===== src/rtl/uart_tx_mmio.sv =====
// uart_tx_mmio: memory-mapped UART transmitter with a small TX FIFO.
//
// A CPU store to TX_ADDR queues mem_write_value[7:0]; a store to TX_ADDR+4
// with bit 0 set clears the sticky overflow flag. Bytes leave the FIFO in
// order and are sent as 8N1 frames (start, 8 data bits LSB first, stop),
// each bit lasting CLK_DIV clk cycles. Frames are sent back to back while
// the FIFO holds data.
//
// Build option: define UART_TX_PARITY_EN to insert an even-parity bit
// between the data bits and the stop bit.
//
// Ports:
//   clk             clock
//   rst             synchronous active-high reset
//   we              CPU store strobe (one cycle per store)
//   mem_address     CPU store byte address
//   mem_write_value CPU store data
//   status          {24'b0, count[3:0], 1'b0, overflow, full, busy}
//   uart_tx         serial output, idle high, registered
module uart_tx_mmio #(
    parameter int unsigned CLK_DIV    = 16,
    parameter int unsigned FIFO_DEPTH = 4,
    parameter logic [31:0] TX_ADDR    = 32'h0000_F000
) (
    input  logic        clk,
    input  logic        rst,
    input  logic        we,
    input  logic [31:0] mem_address,
    input  logic [31:0] mem_write_value,
    output logic [31:0] status,
    output logic        uart_tx
);

    localparam int unsigned PTR_W     = (FIFO_DEPTH > 1) ? $clog2(FIFO_DEPTH) : 1;
    localparam logic [15:0] DIV_M1    = 16'(CLK_DIV - 1);
    localparam logic [3:0]  DEPTH_C   = 4'(FIFO_DEPTH);
    localparam logic [PTR_W-1:0] LAST_PTR = PTR_W'(FIFO_DEPTH - 1);
    localparam logic [31:0] CTRL_ADDR = TX_ADDR + 32'd4;

`ifdef UART_TX_PARITY_EN
    typedef enum logic [2:0] {IDLE, START, DATA, PARITY, STOP} state_t;
`else
    typedef enum logic [2:0] {IDLE, START, DATA, STOP} state_t;
`endif

    state_t           state;
    state_t           state_nx;
    logic [15:0]      bit_cnt;
    logic [2:0]       bit_idx;
    logic [7:0]       shift_q;
    logic             tx_nx;
    logic             pop;

    logic [7:0]       fifo_mem [FIFO_DEPTH];
    logic [PTR_W-1:0] wr_ptr;
    logic [PTR_W-1:0] rd_ptr;
    logic [3:0]       count;
    logic             overflow;

    logic             full;
    logic             busy;
    logic             data_wr;
    logic             ctrl_wr;
    logic             push;
    logic             bit_done;
    logic             unused_data_hi;

    assign full     = (count == DEPTH_C);
    assign busy     = (state != IDLE) || (count != '0);
    assign data_wr  = we && (mem_address == TX_ADDR);
    assign ctrl_wr  = we && (mem_address == CTRL_ADDR);
    assign push     = data_wr && !full;
    assign bit_done = (bit_cnt == '0);
    assign status   = {24'b0, count, 1'b0, overflow, full, busy};
    assign unused_data_hi = &{1'b0, mem_write_value[31:8]};

    // State register and bit-timing datapath
    always_ff @(posedge clk) begin
        if (rst) begin
            state   <= IDLE;
            bit_cnt <= '0;
            bit_idx <= '0;
            shift_q <= '0;
            uart_tx <= 1'b1;
        end else begin
            state <= state_nx;
            // Line flop follows the current state, so the line lags the
            // state register by one cycle.
            uart_tx <= tx_nx;
            if ((state_nx != state) || ((state != IDLE) && bit_done)) begin
                bit_cnt <= DIV_M1;
            end else if (state != IDLE) begin
                bit_cnt <= bit_cnt - 16'd1;
            end
            if (state != DATA) begin
                bit_idx <= '0;
            end else if (bit_done) begin
                bit_idx <= bit_idx + 3'd1;
            end
            if (pop) begin
                shift_q <= fifo_mem[rd_ptr];
            end
        end
    end

    // Next-state logic; also decides when the FIFO head is consumed
    always_comb begin
        state_nx = state;
        pop      = 1'b0;
        unique case (state)
            IDLE: begin
                if (count != '0) begin
                    pop      = 1'b1;
                    state_nx = START;
                end
            end
            START: begin
                if (bit_done) state_nx = DATA;
            end
            DATA: begin
                if (bit_done && (bit_idx == 3'd7)) begin
`ifdef UART_TX_PARITY_EN
                    state_nx = PARITY;
`else
                    state_nx = STOP;
`endif
                end
            end
`ifdef UART_TX_PARITY_EN
            PARITY: begin
                if (bit_done) state_nx = STOP;
            end
`endif
            STOP: begin
                if (bit_done) begin
                    if (count != '0) begin
                        pop      = 1'b1;
                        state_nx = START;
                    end else begin
                        state_nx = IDLE;
                    end
                end
            end
            default: state_nx = IDLE;
        endcase
    end

    // Serial bit for the current state
    always_comb begin
        tx_nx = 1'b1;
        unique case (state)
            IDLE:   tx_nx = 1'b1;
            START:  tx_nx = 1'b0;
            DATA:   tx_nx = shift_q[bit_idx];
`ifdef UART_TX_PARITY_EN
            PARITY: tx_nx = ^shift_q;
`endif
            STOP:   tx_nx = 1'b1;
            default: tx_nx = 1'b1;
        endcase
    end

    // FIFO storage
    always_ff @(posedge clk) begin
        if (push) begin
            fifo_mem[wr_ptr] <= mem_write_value[7:0];
        end
    end

    // FIFO pointers, occupancy and sticky overflow
    always_ff @(posedge clk) begin
        if (rst) begin
            wr_ptr   <= '0;
            rd_ptr   <= '0;
            count    <= '0;
            overflow <= 1'b0;
        end else begin
            if (push) begin
                wr_ptr <= (wr_ptr == LAST_PTR) ? '0 : wr_ptr + 1'b1;
            end
            if (pop) begin
                rd_ptr <= (rd_ptr == LAST_PTR) ? '0 : rd_ptr + 1'b1;
            end
            unique case ({push, pop})
                2'b10:   count <= count + 4'd1;
                2'b01:   count <= count - 4'd1;
                default: count <= count;
            endcase
            // A write to a full FIFO is dropped even if a pop frees a slot
            // this cycle; set wins over clear.
            if (data_wr && full) begin
                overflow <= 1'b1;
            end else if (ctrl_wr && mem_write_value[0]) begin
                overflow <= 1'b0;
            end
        end
    end

endmodule


===== config.mk =====
export PLATFORM = sky130hd
export DESIGN_NAME = uart_tx_mmio
export DESIGN_NICKNAME = d
export VERILOG_FILES = /design/src/rtl/uart_tx_mmio.sv
export SDC_FILE = /design/constraint.sdc
export NUM_CORES = 1
export LEC_CHECK = 0
export ABC_AREA = 1
export CAP_MARGIN = 10
export CORE_MARGIN = 4
export CORE_UTILIZATION = 60
export CTS_BUF_LIST = sky130_fd_sc_hd__clkbuf_8
export DETAILED_ROUTE_END_ITERATION = 8
export DONT_BUFFER_PORTS = 1
export MAX_ROUTING_LAYER = met4
export PLACE_DENSITY_LB_ADDON = 0.08
export SLEW_MARGIN = 10
export SYNTH_ARGS = -nofsm -noshare
export SYNTH_HDL_FRONTEND = slang
export SYNTH_SLANG_ARGS = --single-unit

===== constraint.sdc =====
create_clock -name clk -period 2.5 [get_ports clk]
set_clock_uncertainty 0.15 [all_clocks]
set_input_delay 0.25 -clock clk [delete_from_list [all_inputs] [get_ports clk]]
set_output_delay 0.25 -clock clk [all_outputs]
set_load 0.02 [all_outputs]

==> impl_summary.txt <==
----------------------------------------------------
[Outcome]
  Outcome ... completed

[Setup path]
  Total buffers and inverters traversed by the critical path ... 4
  Worst setup path category ... flop to flop
  Startpoint types ... flop
  Cells on worst reg2reg path ... 13
  Worst endpoint data arrival time ... 2.40 ns
  Standard cell with the maximum stage delay on the critical path ... dfxtp_1
  Setup slack of the most critical reg-to-reg path ... 0.19 ns
  Number of logic stages on the critical path including buffering ... 13
  Start point of the critical path ... bit_cnt[0]
  Critical path capture point type ... flop
  R2R Path End ... count[3]
  Top cell family by delay on the critical path ... simple AND/OR/NAND/NOR gates
  Cell repeated most along the worst path ... inv_1
  Critical-path maximum fanout ... 11
  Critical Path, Cell by Cell ... inv_1, ha_2, nand2_1, nor2_1, nand4_2, and2_4, inv_2, buf_4, ha_1, inv_1, nand3_1, o21ai_0, a21oi_1
  Required time of the worst setup path ... 2.59 ns
  Critical path capture point ... count[3]
  Beginning of the worst register-to-register path ... bit_cnt[0]
  Slowest stage delay, CP ... 0.33 ns

[Routing]
  Iter 0 DRT Violations ... 83
  First-pass iteration count of the detailed router ... 4
  Post-detailed-route DRC marker count ... 0
  Remaining antenna violation count after routing ... 0
  Post-detailed-route via-to-cell ratio ... 5.13
  Total Routed Length ... 7380 um
  Detailed-route via count ... 2944
  Detailed-route wire length per cell ... 12.9 um

[CTS]
  Clock transition at the register clock pins on the worst setup and hold paths after CTS ... 0.08 ns
  Worst skew pair latency ... 0.36 ns
  TritonCTS sink count ... 72
  Master cell of the clock root buffer ... clkbuf_8
  Max clock buf depth ... 2
  CTS tree ... yes
  Number of buffers created by CTS ... 9
  H-tree depth ... 3

[Global routing]
  Maximum number of pins on one net before global-route repair ... 20
  Vias in the first global route ... 2785
  First-pass GRT wire length ... 12600 um
  Global-route usage over all layers ... 0.212
  Remaining global-route overflow ... 0
  Antenna violations before repair ... 0

[Final layout]
  Growth of design area from synthesis to finish ... 10.4%
  Fraction of layout instances using a drive strength above 1 ... 0.171
  Number of antenna diodes ... 0
  Final layout net count ... 571

[Synthesis]
  Count of flip-flops with a built-in enable after synthesis ... 32
  Leading post-synthesis cells by cell area ... edfxtp_1, dfxtp_1, nor2_1, buf_4, inv_1
  Proportion of synthesized chip area in sequential cells ... 0.444
  Number of distinct library cells after synthesis ... 36
  Share of flip-flops with an asynchronous set or reset after synthesis ... 0
  Post-synthesis average cell area ... 8.51 um2
  Proportion of netlist area held by the largest area contributor ... 0.242
  Most used standard cells in the synthesized netlist ... nor2_1, inv_1, dfxtp_1, nand2_1, edfxtp_1
  Cell with the most instances after synthesis ... nor2_1
  Synthesis warning total ... 0
  Synthesized area ... 3960 um2
  Post-synthesis cell type with the largest combined area ... edfxtp_1
  Main flop type after synthesis ... dfxtp_1
  Flop and latch count out of synthesis ... 72
  Synthesized instance count ... 466

[Power]
  P per Cell Area ... 970 nW/um2
  LEAKAGE ... 1.83 nW
  IR drop worst, VDD ... 0.629 mV

[Place]
  Port-buffer cells ... 0
  Gpl congestion ... 0.851
  Detailed placement HPWL ... 5360 um
  Post-place setup slack ... 0.0770 ns

[Worst hold path]
  Worst Min Path Start ... mem_address[3]
  Worst Hold Class ... primary input to flop

[Die]
  Cell Rows ... 29
  I/O pins ... 100
  Die X ... 89.3 um
  Initial core utilization ... 0.621
  Area of the core ... 6390 um2
  Die ar. ... 7970 um2
  Die height ... 89.3 um

[STA]
  Worst Setup Slack, final ... 0.194 ns
  Fin Setup TNS ... 0 ns
  Least-Margin Pin Slew ... 0.568 ns
  Post-route minimum period ... 2.31 ns
  Timing-limited maximum frequency ... 434 MHz
  Part of the cycle the worst path needs ... 0.923
  Final Slew Violations ... 0
  Worst max-slew margin expressed relative to the limit ... 0.621
  Final hold violations ... 0
  Worst hold-check slack ... 0.0417 ns
  Final setup violation count ... 0
  RSZ-0062 raised after global routing ... false

[Run]
  Number of violations of the max-capacitance limit ... 0

----------------------------------------------------
==> where the power goes <==
| part | total [mW] | switching, mW | leakage [nW] | internal, mW |
|---|---|---|---|---|
| registers | 1.47 | 0.121 | 0.614 | 1.35 |
| clock network | 1.08 | 0.492 | 0.119 | 0.586 |
| logic | 1.69 | 1.07 | 1.09 | 0.620 |
==> registers in the layout (all words and copies together), names as in the netlist <==
signal and count:
bit_cnt 16, bit_idx 3, count 4, fifo_mem 32, overflow 1, rd_ptr 2
shift_q 8, state 3, uart_tx 1, wr_ptr 2
==> kinds of logic after synthesis <==
family | after synthesis | synth area share
buffers and inverters | 91 | 0.121
AO/OA/AOI/OAI | 59 | 0.0868
adder cells (fa/ha/maj) | 12 | 0.0379
flip-flops | 72 | 0.444
other | 1 | 0.000946
AND/OR/NAND/NOR | 214 | 0.271
XOR/XNOR | 17 | 0.0376
==> worst register-to-register path: stages, from the launching register on <==
cell and delay [ns]:
dfxtp_1 0.33, inv_1 0.11, ha_2 0.20, nand2_1 0.05, nor2_1 0.12, nand4_2 0.12, and2_4 0.17, inv_2 0.07
buf_4 0.18, ha_1 0.30, inv_1 0.10, nand3_1 0.09, o21ai_0 0.15, a21oi_1 0.05
==> worst min-delay path by stage <==
stage,to,slack [ns],depth (start not counted)
floorplan,fifo_mem[0][0],0.20,0
global placement,state[0],0.17,1
detailed placement,state[0],0.18,1
CTS,wr_ptr[0],0.03,4
global route,wr_ptr[0],0.1,4
finish,wr_ptr[0],0.04,4
==> timing repair <==
item / 4_1_cts / 5_1_grt
hold endpoints to repair: 41 / 0
hold buffers: 9 / 0
resized for setup: 0 / 5
endpoints found under the setup margin: 0 / 3
buffers inserted: 0 / 1
==> metrics by stage <==
step / instances / power (mW) / instance area [um2] / util
4_1_cts: 573 / 4.24 / 4340 / 0.679
5_1_grt: 574 / 4.57 / 4370 / 0.685
2_1_floorplan: 491 / 2.90 / 4060 / -
6_report: 574 / 4.25 / 4370 / 0.685
3_3_place_gp: 548 / 3.10 / 4010 / 0.629
3_5_place_dp: 548 / 3.15 / 4010 / 0.629
==> placed cells by master (no fill, tap or decap), types with 2 or more instances in the layout <==
cell type / instances
nor2_1: 102
inv_1: 48
dfxtp_1: 40
nand2_1: 38
edfxtp_1: 32
conb_1: 26
o21ai_0: 24
nand3_1: 20
buf_4: 19
a21oi_1: 14
nor2_4: 14
o21ai_1: 10
xor2_1: 10
ha_1: 10
nor2_2: 9
clkbuf_8: 9
dlygate4sd3_1: 9
nand4_1: 8
o32ai_1: 8
nand2_2: 8
nor3_1: 5
xnor2_1: 5
inv_2: 3
inv_6: 3
inv_4: 2
nand3_4: 2
xor2_2: 2
nand3_2: 2
nand2_4: 2
o221ai_1: 2
bufinv_16: 2
inv_8: 2
==> area by class of cell <==
class,instances,area [um2]
Sequential cell,72,1760
Tap cell,77,96.3
Inverter,53,204
Timing Repair Buffer,28,233
Multi-Input combinational cell,328,1850
Fill cell,522,2010
Clock buffer,9,124
Clock inverter,7,109
==> metal layers <==
metal	vias up	track usage	part of all wire
li1	1512	-	-
met2	69	0.348	0.51
met3	10	0.0645	0.056
met1	1353	0.251	0.42
met5	-	-	0
met4	0	0.0636	0.012
(Power assumes the default switching activity.)
